--- config.mk ---
export PLATFORM = sky130hd
export DESIGN_NAME = logic_unit_pipe
export DESIGN_NICKNAME = d
export VERILOG_FILES = /design/src/rtl/logic_unit_pipe.sv
export SDC_FILE = /design/constraint.sdc
export NUM_CORES = 1
export LEC_CHECK = 0
export CORE_UTILIZATION = 25
export CTS_CLUSTER_SIZE = 28
export DETAILED_ROUTE_END_ITERATION = 10
export HOLD_SLACK_MARGIN = 0.03
export SETUP_SLACK_MARGIN = 0.05
export SLEW_MARGIN = 20
export SYNTH_ARGS = -nofsm -noshare
export SYNTH_HDL_FRONTEND = slang
export SYNTH_SLANG_ARGS = --single-unit
--- constraint.sdc ---
create_clock -name clk -period 1.9 [get_ports clk]
set_input_delay 0.38 -clock clk [delete_from_list [all_inputs] [get_ports clk]]
set_output_delay 0.38 -clock clk [all_outputs]
set_load 0.02 [all_outputs]
--- src/rtl/logic_unit_pipe.sv ---
// logic_unit_pipe: single-stage registered bitwise logic unit with valid/ready
// handshake on both sides and a wrapping count of accepted operations.
// Optional feature macro: LOGIC_UNIT_REDUCE_EN adds registered AND/OR/XOR
// reductions of the result (red_and, red_or, red_xor).
module logic_unit_pipe #(
  parameter int WIDTH = 8,
  parameter int CNT_W = 16
) (
  input  logic             clk,
  input  logic             rst_n,
  input  logic             in_valid,
  output logic             in_ready,
  input  logic [WIDTH-1:0] a,
  input  logic [WIDTH-1:0] b,
  input  logic [2:0]       op,
  output logic             out_valid,
  input  logic             out_ready,
  output logic [WIDTH-1:0] result,
  output logic             zero,
  output logic [CNT_W-1:0] op_count
`ifdef LOGIC_UNIT_REDUCE_EN
  ,
  output logic             red_and,
  output logic             red_or,
  output logic             red_xor
`endif
);

  // Bitwise operation selected by opcode; every code is a legal operation.
  function automatic logic [WIDTH-1:0] logic_fn(
    input logic [2:0]       op_f,
    input logic [WIDTH-1:0] a_f,
    input logic [WIDTH-1:0] b_f
  );
    logic [WIDTH-1:0] r;
    case (op_f)
      3'd0:    r = ~a_f;
      3'd1:    r = a_f & b_f;
      3'd2:    r = ~(a_f & b_f);
      3'd3:    r = a_f | b_f;
      3'd4:    r = ~(a_f | b_f);
      3'd5:    r = a_f ^ b_f;
      3'd6:    r = ~(a_f ^ b_f);
      3'd7:    r = a_f;
      default: r = a_f;
    endcase
    return r;
  endfunction

  logic             accept;
  logic [WIDTH-1:0] next_result;

  // The stage can take a new operand whenever it is empty or being drained.
  assign in_ready = !out_valid || out_ready;

  // Accept decision and the result that would be captured on this edge.
  always_comb begin
    accept      = in_valid && in_ready;
    next_result = logic_fn(op, a, b);
  end

  // Output stage: capture on accept, drop valid on a drain without refill,
  // hold everything while stalled.
  always_ff @(posedge clk) begin
    if (!rst_n) begin
      out_valid <= 1'b0;
      result    <= {WIDTH{1'b0}};
      zero      <= 1'b0;
    end else if (accept) begin
      out_valid <= 1'b1;
      result    <= next_result;
      zero      <= (next_result == {WIDTH{1'b0}});
    end else if (out_ready) begin
      out_valid <= 1'b0;
    end else begin
      out_valid <= out_valid;
    end
  end

  // Accepted-operation counter; wraps silently and ignores output transfers.
  always_ff @(posedge clk) begin
    if (!rst_n) begin
      op_count <= {CNT_W{1'b0}};
    end else if (accept) begin
      op_count <= op_count + CNT_W'(1'b1);
    end else begin
      op_count <= op_count;
    end
  end

`ifdef LOGIC_UNIT_REDUCE_EN
  // Reductions are taken from the freshly computed result so they stay aligned
  // with result and hold under the same conditions.
  always_ff @(posedge clk) begin
    if (!rst_n) begin
      red_and <= 1'b0;
      red_or  <= 1'b0;
      red_xor <= 1'b0;
    end else if (accept) begin
      red_and <= &next_result;
      red_or  <= |next_result;
      red_xor <= ^next_result;
    end else begin
      red_and <= red_and;
      red_or  <= red_or;
      red_xor <= red_xor;
    end
  end
`endif

endmodule

==> qor.txt, run 1 <==
status -> completed
Combinational Power Share -> 35.1%
relative max-transition margin -> 76.0%
initial cell density of the core -> 26.3%
filler instances -> 747
# diodes -> 0
reg2reg setup slack -> 0.38 ns
predominant post-synthesis flop cell -> sky130_fd_sc_hd__dfxtp_1
EDFF count, synth -> 0
switching power of the nets -> 389 uW
mean post-synth cell area -> 8.25 sq um
cts bufs inserted -> 3
Slew Limit Fails -> 0
PortBufs -> 49
Distinct cells, synth -> 52
via count of the routed design -> 1,864
setup TNS -> 0 ns
total count of hold-check failures in the final report -> 0
iteration-0 DRC count of the detailed router -> 57
Placer Congestion -> 0.743
Max IR drop VDD -> 0.000213 V
post-layout minimum cycle time -> 1.79 ns
Post-Route WL -> 4780 microns
global-route wire length before repair -> 8000 microns
Total GRT Usage -> 11.8%
number of rows created at floorplan -> 31
share of layout cells above drive strength 1 -> 23.6%
Sw Ratio -> 28.8%
maximum clock insertion buffer count -> 2
number of vias per cell after detailed routing -> 4.51
die area -> 8150 sq um
residual DRC count -> 0
Final period util -> 94.4%
RSZ-0062 raised after global routing -> yes
maxcap violations -> 0
clk_skew -> 0.00602 ns
Seq pwr share -> 42.8%
Antenna Nets Post-Route -> 0
maximum fanout along the worst path -> 3
setup-violating endpoint count in the final report -> 0
gate count after technology mapping -> 236
height of the die -> 90.3 microns
area of the core -> 7410 sq um
Max Clock Freq -> 558 MHz
per-cell routed wire length -> 11.6 microns
leftover overflow at the end of global routing -> 0
vias in the first global route -> 1,802
Setup CP Type -> input pin to flip-flop
kind of start point of the critical path -> input pin
most used cells in the layout excluding fill and tap cells -> 31 x sky130_fd_sc_hd__buf_4, 30 x sky130_fd_sc_hd__clkdlybuf4s50_1, 26 x sky130_fd_sc_hd__nor2_1, 26 x sky130_fd_sc_hd__dfxtp_1, 22 x sky130_fd_sc_hd__nand2_1
Post-synth ARST share -> 0%
clock transition at the register clock pins on the worst setup and hold paths after CTS -> 0.08 ns
share of power burned in the clock network -> 22.2%
length of the first detailed-routing pass in iterations -> 4
I/O pins -> 50
clock latency on the worst-skew pair -> 0.26 ns
Synth Warn # -> 0
Syn Nets -> 276
cell area after synthesis -> 1950 sq um
synthesis-stage register bit count -> 26
maximum number of pins on one net before global-route repair -> 17
CP endpoint kind -> flip-flop
x dimension of the die -> 90.3 microns
area growth from synthesis to final layout -> 53.4%
ratio of total power to cell area -> 451 nW/um^2
leading cell type in the layout, fill and taps excluded -> sky130_fd_sc_hd__buf_4
critical path arrival -> 1.96 ns
HPWL after detailed placement -> 3690 microns
internal portion of total power -> 960 uW
Leakage -> 1.35 nW
initial antenna violation count -> 0
Hold Path Class -> flip-flop to flip-flop
CTS tree -> built
layout net count -> 356
count of H-tree levels built during CTS -> 1
total clock sinks -> 26
worst-margin pin slew -> 0.360 ns
Hold Buf Count CTS -> 0
proportion of synthesized chip area in sequential cells -> 26.7%
utilization of the core after routing -> 40.3%
data required time of the worst path -> 2.07 ns
cell at the root of the clock tree -> sky130_fd_sc_hd__clkbuf_8
-- cell families after synthesis --
kind of cell,count (synthesis),synth area share (%)
simple gates,85,22.0
fa+ha+maj,17,10.9
compound gates,52,18.8
xor+xnor,15,6.74
flops,26,26.7
buf+inv,32,10.1
mux,9,4.75
-- sequential cells by signal (all words and copies together) (netlist names) --
signal / count
zero: 1
op_count: 16
result: 8
out_valid: 1
-- routing by layer --
layer / part of all wire [%] / wire, microns / GRT usage, %
met3: 2.8 / 133 / 2.10
met1: 47 / 2260 / 14.3
met4: 0 / 0 / 1.61
met5: 0 / 0 / 0
met2: 50 / 2380 / 21.9
-- cells in the mapped netlist, types with 2 or more instances --
master                     count  area share [%]
sky130_fd_sc_hd__nand3b_1      2            0.77
sky130_fd_sc_hd__mux2i_1       7             3.6
sky130_fd_sc_hd__nor3b_1       2            0.77
sky130_fd_sc_hd__nor2b_1       4             1.3
sky130_fd_sc_hd__a221o_2       2             1.2
sky130_fd_sc_hd__and3_1        4             1.3
sky130_fd_sc_hd__o211ai_1      8             3.1
sky130_fd_sc_hd__nor2_1       26             5.0
sky130_fd_sc_hd__buf_6         3             1.7
sky130_fd_sc_hd__nand3_1       9             2.3
sky130_fd_sc_hd__nand2_1      22             4.2
sky130_fd_sc_hd__o21ai_0       7             1.8
sky130_fd_sc_hd__inv_1        20             3.9
sky130_fd_sc_hd__and4_1        3             1.3
sky130_fd_sc_hd__clkbuf_1      2            0.39
sky130_fd_sc_hd__o21a_1        2            0.77
sky130_fd_sc_hd__xnor2_1       4             1.8
sky130_fd_sc_hd__a21oi_1      13             3.3
sky130_fd_sc_hd__a22o_1        2            0.90
sky130_fd_sc_hd__a31oi_1       4             1.3
sky130_fd_sc_hd__a211oi_1      3             1.2
sky130_fd_sc_hd__dfxtp_1      26              27
sky130_fd_sc_hd__ha_1         17              11
sky130_fd_sc_hd__nor3_1        2            0.51
sky130_fd_sc_hd__buf_12        3             3.1
sky130_fd_sc_hd__o22ai_1       2            0.64
sky130_fd_sc_hd__mux2_2        2             1.2
sky130_fd_sc_hd__xor2_1       11             4.9
-- worst paths after layout --
path	startpoint	endpoint	cells past startpoint
max	a[3]	zero	9
min	result[2]	result[2]	2
max reg2reg	op_count[3]	op_count[15]	6
min reg2reg	result[2]	result[2]	2
-- power by group through the flow --
stage	Sequential (mW)	Clock, mW	Combinational [mW]
floorplan	0.613	0	0.215
global placement	0.590	0	0.427
detailed placement	0.590	0	0.434
CTS	0.577	0.320	0.445
global route	0.580	0.342	0.518
finish	0.577	0.299	0.473
-- per-stage QoR --
stage | std cells | setup slack, ns | power (mW) | hold WS (ns) | area [sq um]
after floorplan | 236 | 0.230 | 0.828 | 0.513 | 1950
after global placement | 408 | -0.347 | 1.02 | 0.447 | 2770
after detailed placement | 408 | -0.379 | 1.02 | 0.450 | 2770
after CTS | 412 | -0.0882 | 1.34 | 0.462 | 2850
after global routing | 413 | 0.0420 | 1.44 | 0.492 | 2990
final | 413 | 0.107 | 1.35 | 0.459 | 2990
-- worst max-delay path: stages --
cell and delay (ns):
sky130_fd_sc_hd__dlygate4sd2_1 0.27, sky130_fd_sc_hd__buf_4 0.15, sky130_fd_sc_hd__ha_1 0.19, sky130_fd_sc_hd__nor2b_1 0.13
sky130_fd_sc_hd__a31oi_1 0.13, sky130_fd_sc_hd__o21ai_0 0.09, sky130_fd_sc_hd__a21oi_1 0.22, sky130_fd_sc_hd__nand4bb_1 0.14
sky130_fd_sc_hd__o41ai_2 0.27
-- area by class of cell --
cell class,instances,area (sq um),area share [%]
well taps,99,124,4.14
clock buffers,3,41.3,1.38
inverters,21,78.8,2.64
multi-input cells,178,1350,45.0
repair buffers,86,878,29.4
flip-flops and latches,26,520,17.4
-- what timing repair did --
item,in CTS,in global routing
setup endpoints to repair,7,8
hold endpoints to repair,0,0
gates cloned,1,0
resized for setup,9,38
pin swaps,4,14
setup buffers,0,1
Power figures use the tool's default switching activity.
==> inputs of run 2 (changes only) <==
- CORE_MARGIN: default -> 1
==> results of run 2 <==
Same layout as run 1: the final DEF is identical, and so are final timing and power.
